$ cat src/rtl/bfloat8_argmax_sequencer.sv
// Streaming bfloat8 argmax: one class score per beat, emits argmax index and max score per frame.
// Defining BF8_ARGMAX_RUNNER_UP_EN adds runner_up_idx/runner_up_score outputs.
module bfloat8_argmax_sequencer #(
  parameter int N_CLASSES = 10,
  parameter int IDX_W     = 4
) (
  input  logic             clk,
  input  logic             reset_n,
  input  logic             flush,
  input  logic             s_valid,
  output logic             s_ready,
  input  logic [7:0]       s_data,
  input  logic             s_last,
  output logic             m_valid,
  input  logic             m_ready,
  output logic [IDX_W-1:0] prediction,
  output logic [7:0]       final_computation,
  output logic             frame_err,
`ifdef BF8_ARGMAX_RUNNER_UP_EN
  output logic [IDX_W-1:0] runner_up_idx,
  output logic [7:0]       runner_up_score,
`endif
  output logic             busy
);

  typedef enum logic {COLLECT = 1'b0, DONE = 1'b1} state_e;

  localparam logic [IDX_W-1:0] LAST_IDX = IDX_W'(N_CLASSES - 1);
  // All-ones never names a real class, so it doubles as "no runner-up yet".
  localparam logic [IDX_W-1:0] NO_IDX   = '1;

  state_e           state_q, state_d;
  logic [IDX_W-1:0] cnt_q, cnt_d;
  logic [7:0]       max_q, max_d;
  logic [IDX_W-1:0] idx_q, idx_d;
  logic [IDX_W-1:0] prediction_q, prediction_d;
  logic [7:0]       final_q, final_d;
  logic             frame_err_q, frame_err_d;
  logic             accept, last_beat, frame_end, new_max;

  // Sign-magnitude order mapped onto signed integers; 8'h00 and 8'h80 both map to 0.
  function automatic logic bf8_gt(input logic [7:0] a, input logic [7:0] b);
    logic signed [8:0] ka, kb;
    ka = a[7] ? -$signed({2'b00, a[6:0]}) : $signed({2'b00, a[6:0]});
    kb = b[7] ? -$signed({2'b00, b[6:0]}) : $signed({2'b00, b[6:0]});
    return ka > kb;
  endfunction

  assign accept    = s_valid && s_ready && !flush;
  assign last_beat = (cnt_q == LAST_IDX);
  assign frame_end = accept && (last_beat || s_last);
  assign new_max   = (cnt_q == '0) || bf8_gt(s_data, max_q);

  // FSM state register
  // NOTE: sequential state uses non-blocking (<=) so every flop samples pre-edge values.
  always_ff @(posedge clk or negedge reset_n) begin
    if (!reset_n) state_q <= COLLECT;
    else          state_q <= state_d;
  end

  // FSM next state; flush always returns to COLLECT
  always_comb begin
    state_d = state_q;
    unique case (state_q)
      COLLECT: if (frame_end)           state_d = DONE;
      DONE:    if (flush || m_ready)    state_d = COLLECT;
      default:                          state_d = COLLECT;
    endcase
  end

  // FSM outputs
  always_comb begin
    s_ready = (state_q == COLLECT);
    m_valid = (state_q == DONE);
  end

  // NOTE: every always_comb output gets a default first, so no path can infer a latch.
  always_comb begin
    cnt_d        = cnt_q;
    max_d        = max_q;
    idx_d        = idx_q;
    prediction_d = prediction_q;
    final_d      = final_q;
    frame_err_d  = frame_err_q;
    if (flush) begin
      cnt_d = '0;
    end else if (accept) begin
      if (new_max) begin
        max_d = s_data;
        idx_d = cnt_q;
      end
      cnt_d = frame_end ? '0 : cnt_q + 1'b1;
      if (frame_end) begin
        prediction_d = idx_d;
        final_d      = max_d;
        frame_err_d  = (s_last != last_beat);
      end
    end
  end

  always_ff @(posedge clk or negedge reset_n) begin
    if (!reset_n) begin
      cnt_q        <= '0;
      max_q        <= 8'h00;
      idx_q        <= '0;
      prediction_q <= '1;
      final_q      <= 8'h00;
      frame_err_q  <= 1'b0;
    end else begin
      cnt_q        <= cnt_d;
      max_q        <= max_d;
      idx_q        <= idx_d;
      prediction_q <= prediction_d;
      final_q      <= final_d;
      frame_err_q  <= frame_err_d;
    end
  end

  assign prediction        = prediction_q;
  assign final_computation = final_q;
  assign frame_err         = frame_err_q;
  assign busy              = (cnt_q != '0) || m_valid;

`ifdef BF8_ARGMAX_RUNNER_UP_EN
  logic [IDX_W-1:0] ru_idx_q, ru_idx_d, ru_out_idx_q, ru_out_idx_d;
  logic [7:0]       ru_score_q, ru_score_d, ru_out_score_q, ru_out_score_d;

  // A new max demotes the old one; otherwise a beat displaces the runner-up only if strictly larger.
  always_comb begin
    ru_idx_d       = ru_idx_q;
    ru_score_d     = ru_score_q;
    ru_out_idx_d   = ru_out_idx_q;
    ru_out_score_d = ru_out_score_q;
    if (accept) begin
      if (cnt_q == '0) begin
        ru_idx_d   = NO_IDX;
        ru_score_d = 8'h00;
      end else if (new_max) begin
        ru_idx_d   = idx_q;
        ru_score_d = max_q;
      end else if (ru_idx_q == NO_IDX || bf8_gt(s_data, ru_score_q)) begin
        ru_idx_d   = cnt_q;
        ru_score_d = s_data;
      end
      if (frame_end) begin
        ru_out_idx_d   = ru_idx_d;
        ru_out_score_d = ru_score_d;
      end
    end
  end

  always_ff @(posedge clk or negedge reset_n) begin
    if (!reset_n) begin
      ru_idx_q       <= NO_IDX;
      ru_score_q     <= 8'h00;
      ru_out_idx_q   <= NO_IDX;
      ru_out_score_q <= 8'h00;
    end else begin
      ru_idx_q       <= ru_idx_d;
      ru_score_q     <= ru_score_d;
      ru_out_idx_q   <= ru_out_idx_d;
      ru_out_score_q <= ru_out_score_d;
    end
  end

  assign runner_up_idx   = ru_out_idx_q;
  assign runner_up_score = ru_out_score_q;
`endif

endmodule
$ cat config.mk
export PLATFORM = sky130hd
export DESIGN_NAME = bfloat8_argmax_sequencer
export DESIGN_NICKNAME = d
export VERILOG_FILES = /design/src/rtl/bfloat8_argmax_sequencer.sv
export SDC_FILE = /design/constraint.sdc
export NUM_CORES = 1
export LEC_CHECK = 0
export BUFFER_PORTS_ARGS = -buffer_cell sky130_fd_sc_hd__buf_4
export CORE_UTILIZATION = 55
export CTS_BUF_LIST = sky130_fd_sc_hd__clkbuf_4 sky130_fd_sc_hd__clkbuf_8 sky130_fd_sc_hd__clkbuf_16
export CTS_CLUSTER_DIAMETER = 120
export DETAILED_ROUTE_END_ITERATION = 10
export PLACE_DENSITY = 0.77
export SYNTH_ARGS = -nofsm -noshare
export SYNTH_HDL_FRONTEND = slang
export SYNTH_SLANG_ARGS = --single-unit
$ cat constraint.sdc
create_clock -name clk -period 3.4 [get_ports clk]
set_input_delay 0.68 -clock clk [delete_from_list [all_inputs] [get_ports clk]]
set_output_delay 0.68 -clock clk [all_outputs]
set_load 0.01 [all_outputs]
After elaboration in Yosys (flattened, before gate mapping)
Cells that the tools add are included.
{"block": "word_totals", "output_inout_bits": 16, "wordCells": 38, "reg_bits": 30, "inputBits": 14}
{"block": "op_classes", "bitwise_logic": 2, "reduce_logical": 13, "n_addsub": 3, "n_lt_le_gt_ge": 1, "eq_ne": 2, "mux": 10}
{"cell": "9-bit 2-to-1 mux", "count": 2}
{"cell": "7-bit negation with 9-bit output", "count": 2}
{"cell": "4-bit 2-to-1 mux", "count": 4}
{"cell": "9-bit greater-than comparator", "count": 1}
{"cell": "8-bit 2-to-1 mux", "count": 1}
{"cell": "4-bit by 1-bit adder with 4-bit output, second input constant", "count": 1}
{"cell": "4-bit == test, second input constant", "count": 1}
{"cell": "4-bit zero test", "count": 1}
{"cell": "1-bit logical OR", "count": 4}
{"cell": "4-bit nonzero test", "count": 1}
{"cell": "1-bit logical AND", "count": 3}
{"cell": "3-bit AND reduction", "count": 1}
{"cell": "1-bit 2-to-1 mux", "count": 2}
{"cell": "1-bit inverter", "count": 2}
{"cell": "1-bit one-hot mux with 2 select lines", "count": 1}
{"cell": "2-bit AND reduction", "count": 1}
{"cell": "2-bit nonzero test", "count": 1}
{"cell": "1-bit zero test", "count": 1}
{"cell": "1-bit inequality test", "count": 1}

Longest topological paths before layout
{"block": "logic_depth", "word_depth": 7, "depth_mapped": 12, "ltp_nobuf": 11}

Worst setup path before layout
OpenSTA, ideal clock, no wires.
{"block": "synth_timing", "path_type": "in2reg", "startpoint": "input s_data[0]", "endpoint": "register idx_q[0]", "arrival_time_ps": 2995, "setup_time_ps": 125, "cell_stages": 11, "setup_slack_ps": 281, "t_required_ps": 3275, "n_path_buf": 0, "path_cell_list": "inv_1 -> ha_1 -> nand2_1 -> o31ai_1 -> xnor2_1 -> ha_1 -> a2111o_1 -> o311ai_2 -> o21ai_2 -> o31ai_4 -> mux2_2"}
{"block": "synth_between", "elab_chain_len": 5}
{"item": "start, declared", "line_no": "12", "rtl": "input logic [7:0] s_data,"}
{"item": "7-bit negation with 9-bit output", "line_no": "44", "rtl": "ka = a[7] ? -$signed({2'b00, a[6:0]}) : $signed({2'b00, a[6:0]});"}
{"item": "9-bit 2-to-1 mux (*)", "line_no": "44"}
{"item": "9-bit greater-than comparator (*)", "line_no": "46", "rtl": "return ka > kb;"}
{"item": "1-bit logical OR (*)", "line_no": "52", "rtl": "assign new_max = (cnt_q == '0) || bf8_gt(s_data, max_q);"}
{"item": "4-bit 2-to-1 mux (*)", "line_no": "88", "rtl": "if (new_max) begin"}
{"item": "end signal, assigned", "line_no": "112", "rtl": "idx_q <= idx_d;"}
{"item": "end, declared", "line_no": "35", "rtl": "logic [IDX_W-1:0] idx_q, idx_d;"}
Mark *: on every way between the ends. The rest lies on a longest branch, timed or not.
A chain may end at the register's enable or synchronous reset.

Final worst setup path
Same ends and word-level chain as after synthesis.

==> flow_metrics.py <==
metrics = {
    "status": {
        "status": "completed",
    },
    "global_routing": {
        "grt_overflow": 0,
        "antenna_found_initial": 0,
        "gr-usage-all-layers_pct": 27.3,
        "grt_pass1_wl_mm": 8.11,
        "grt_pass1_vias": 1729,
        "grt_max_degree": 31,
    },
    "power_and_ir_drop": {
        "p_switching_mw": 0.490,
        "switching_share_pct": 39.2,
        "pwr-share-comb_pct": 43.3,
        "report.power.total_mw": 1.25,
        "power_frac_clock_pct": 18.3,
        "seqPwrFrac_pct": 38.4,
        "leakagePower_nw": 1.06,
        "intPower_mw": 0.759,
        "peakVddDrop_v": 0.000344,
        "powerDensity_nw_per_um2": 532,
    },
    "placement": {
        "portBuffers": 29,
        "gp_congestion": 0.815,
        "place_ws_ns": 0.0231,
        "placed_cells": 283,
        "place_area_sq_um": 2280,
        "dpl.hpwl_mm": 3.46,
    },
    "sta": {
        "worst_pin_slew_ns": 0.821,
        "setup-violations-final": 0,
        "fin_ws_ns": 0.378,
        "holdWs_ns": 0.249,
        "rsz0062_at_grt": "false",
        "finalCriticalPeriod_ns": 3.02,
        "drv_slew": 0,
        "fin_tns_setup_ns": 0,
        "timing.final.crit_share_pct": 88.9,
        "fmax_mhz": 331,
        "max-slew-margin-rel_pct": 45.2,
        "skew_ns": 0.0120,
        "hold_viol": 0,
    },
    "clock_network": {
        "clock_sinks": 30,
        "hold_buffers": 0,
        "htreeDepth": 2,
        "clkTransAtPathRegs_ns": 0.10,
        "cts_setup_buffers": 0,
        "cts_tree": "done",
        "clk_latency_ns": 0.33,
        "clock_path_buffers": 2,
        "cts.repair.resized": 0,
        "cts_root_buf": "clkbuf_4",
        "cts_inserted_buffers": 5,
    },
    "worst_setup_path": {
        "crit_type": "in2reg",
        "crit_required_ns": 3.61,
        "ff2ff_path_depth": 12,
        "crit_fanout": 10,
        "critPathArrivalTime_ns": 3.24,
        "critPathCaptureType": "flop",
        "cp-start-kind": "primary input",
    },
    "logic_synthesis": {
        "ys_warn_count": 0,
        "synth.net_count": 242,
        "async_flop_share_pct": 100,
        "synth_edf_count": 0,
        "seq_area_frac_synth_pct": 38.0,
        "avgSynthCellArea_sq_um": 9.34,
        "synth_area_sq_um": 1990,
        "ys_types": 44,
        "syn_inst": 213,
        "synth-seq-cells": 30,
        "ys.flop_type": "dfrtp_1",
    },
    "die": {
        "die-height_um": 62.1,
        "core_area_sq_um": 3390,
        "rows": 21,
        "ios": 30,
        "start_util_pct": 58.7,
        "design.die.area_sq_um": 3860,
        "chipWidth_um": 62.1,
    },
    "hold_path": {
        "hold_class": "in2async",
    },
    "finish": {
        "drive_above_1_share_pct": 24.5,
        "final_area_sq_um": 2350,
        "diodes": 0,
        "final_util_pct": 69.3,
        "final_cell_count_no_fill": 291,
        "syn_to_final_growth_pct": 18.0,
        "nets": 273,
    },
    "drt": {
        "detail-route-antenna-nets": 0,
        "drtIter0Drc": 64,
        "num_vias": 1767,
        "via_per_inst": 6.07,
        "wire_per_inst_um": 16.0,
        "finalWirelength_mm": 4.67,
        "drt-pass1-iter-count": 4,
        "drc": 0,
    },
    "run": {
        "cap_violations": 0,
    },
}
==> cells in the final DEF, fill, tap and decap left out, drive strengths merged, types with 3 or more instances in the layout <==
cell and n:
and3 3, dfstp 4, nor2 22, xnor2 7
inv 12, a21oi 11, ha 15, xor2 3
dfrtp 26, mux2 7, o21ai 4, mux2i 4
o31ai 15, nand4 7, clkbuf 6, nor3 4
nand2 18, a41oi 3, a31oi 9, buf 35
==> layer usage <==
metal | part of all wire (%) | global-route usage (%) | vias to the layer above
met4 | 2.7 | 13.1 | 0
met5 | 0 | 0 | -
met1 | 44 | 34.9 | 861
met2 | 50 | 43.0 | 49
met3 | 3.7 | 6.99 | 10
li1 | - | - | 847
==> final timing paths <==
path | to | slack [ns] | startpoint
hold / removal | max_q[0] | 0.25 | reset_n
min in group clk | frame_err | 0.50 | frame_err
setup / recovery | idx_q[0] | 0.38 | s_data[0]
max in group asynchronous | prediction[3] | 2.81 | reset_n
setup reg to reg | idx_q[0] | 0.43 | max_q[0]
hold reg to reg | frame_err | 0.50 | frame_err
==> power by group through the flow <==
stage	clock network (mW)	registers, mW	logic, mW
floorplan	0	0.486	0.343
global placement	0	0.482	0.522
detailed placement	0	0.486	0.539
CTS	0.236	0.479	0.540
global route	0.254	0.491	0.604
finish	0.229	0.480	0.540
==> logic make-up (layout without fill, tap and decap cells) <==
family,count (synthesis),count (layout),share of synthesized area (%)
AND/OR/NAND/NOR,66,66,15.6
AO/OA/AOI/OAI,58,58,22.1
flip-flops,30,30,38.0
buffers and inverters,23,55,4.47
adder cells (fa/ha/maj),15,15,9.43
multiplexers,11,11,5.98
XOR/XNOR,10,10,4.40
==> worst max-delay path: stages <==
cell,delay [ns]
buf_4,0.12
inv_1,0.09
ha_1,0.19
nand2_1,0.07
o31ai_1,0.25
xnor2_1,0.17
ha_1,0.27
a2111o_1,0.43
o311ai_2,0.11
o21ai_2,0.12
o31ai_4,0.23
buf_12,0.17
mux2_2,0.33
==> cells in the mapped netlist, drive strengths merged (2+ instances only) <==
| library cell | number | area, sq um |
|---|---|---|
| a41oi | 3 | 26.3 |
| o31ai | 15 | 126 |
| a41o | 2 | 20.0 |
| nor2b | 2 | 12.5 |
| nand3 | 2 | 10.0 |
| nor3 | 4 | 20.0 |
| dfrtp | 26 | 651 |
| nand2 | 18 | 67.6 |
| dfstp | 4 | 105 |
| o21a | 2 | 15.0 |
| a21boi | 2 | 15.0 |
| mux2i | 4 | 40.0 |
| clkbuf | 9 | 33.8 |
| nor2 | 22 | 82.6 |
| o21ai | 4 | 23.8 |
| xor2 | 3 | 26.3 |
| o22a | 2 | 17.5 |
| xnor2 | 7 | 61.3 |
| inv | 12 | 45.0 |
| nand4 | 7 | 43.8 |
| and3 | 3 | 18.8 |
| ha | 15 | 188 |
| a31oi | 9 | 56.3 |
| buf | 2 | 10.0 |
| a32o | 2 | 20.0 |
| a21oi | 11 | 55.1 |
| mux2 | 7 | 78.8 |
==> registers in the layout (all words and copies together), names as in the netlist <==
register	count
cnt_q	4
final_computation	8
frame_err	1
idx_q	4
m_valid	1
max_q	8
prediction	4
==> cell type report <==
type                       count  area, sq um
multi-input combinational    160         1150
fill                         285         1040
sequential                    30          756
timing repair buffer          35          275
tap                           46         57.6
clock buffer                   6         51.3
inverter                      12         45.0
clock inverter                 2         12.5
Note: power is estimated with default switching activity, not from simulation.
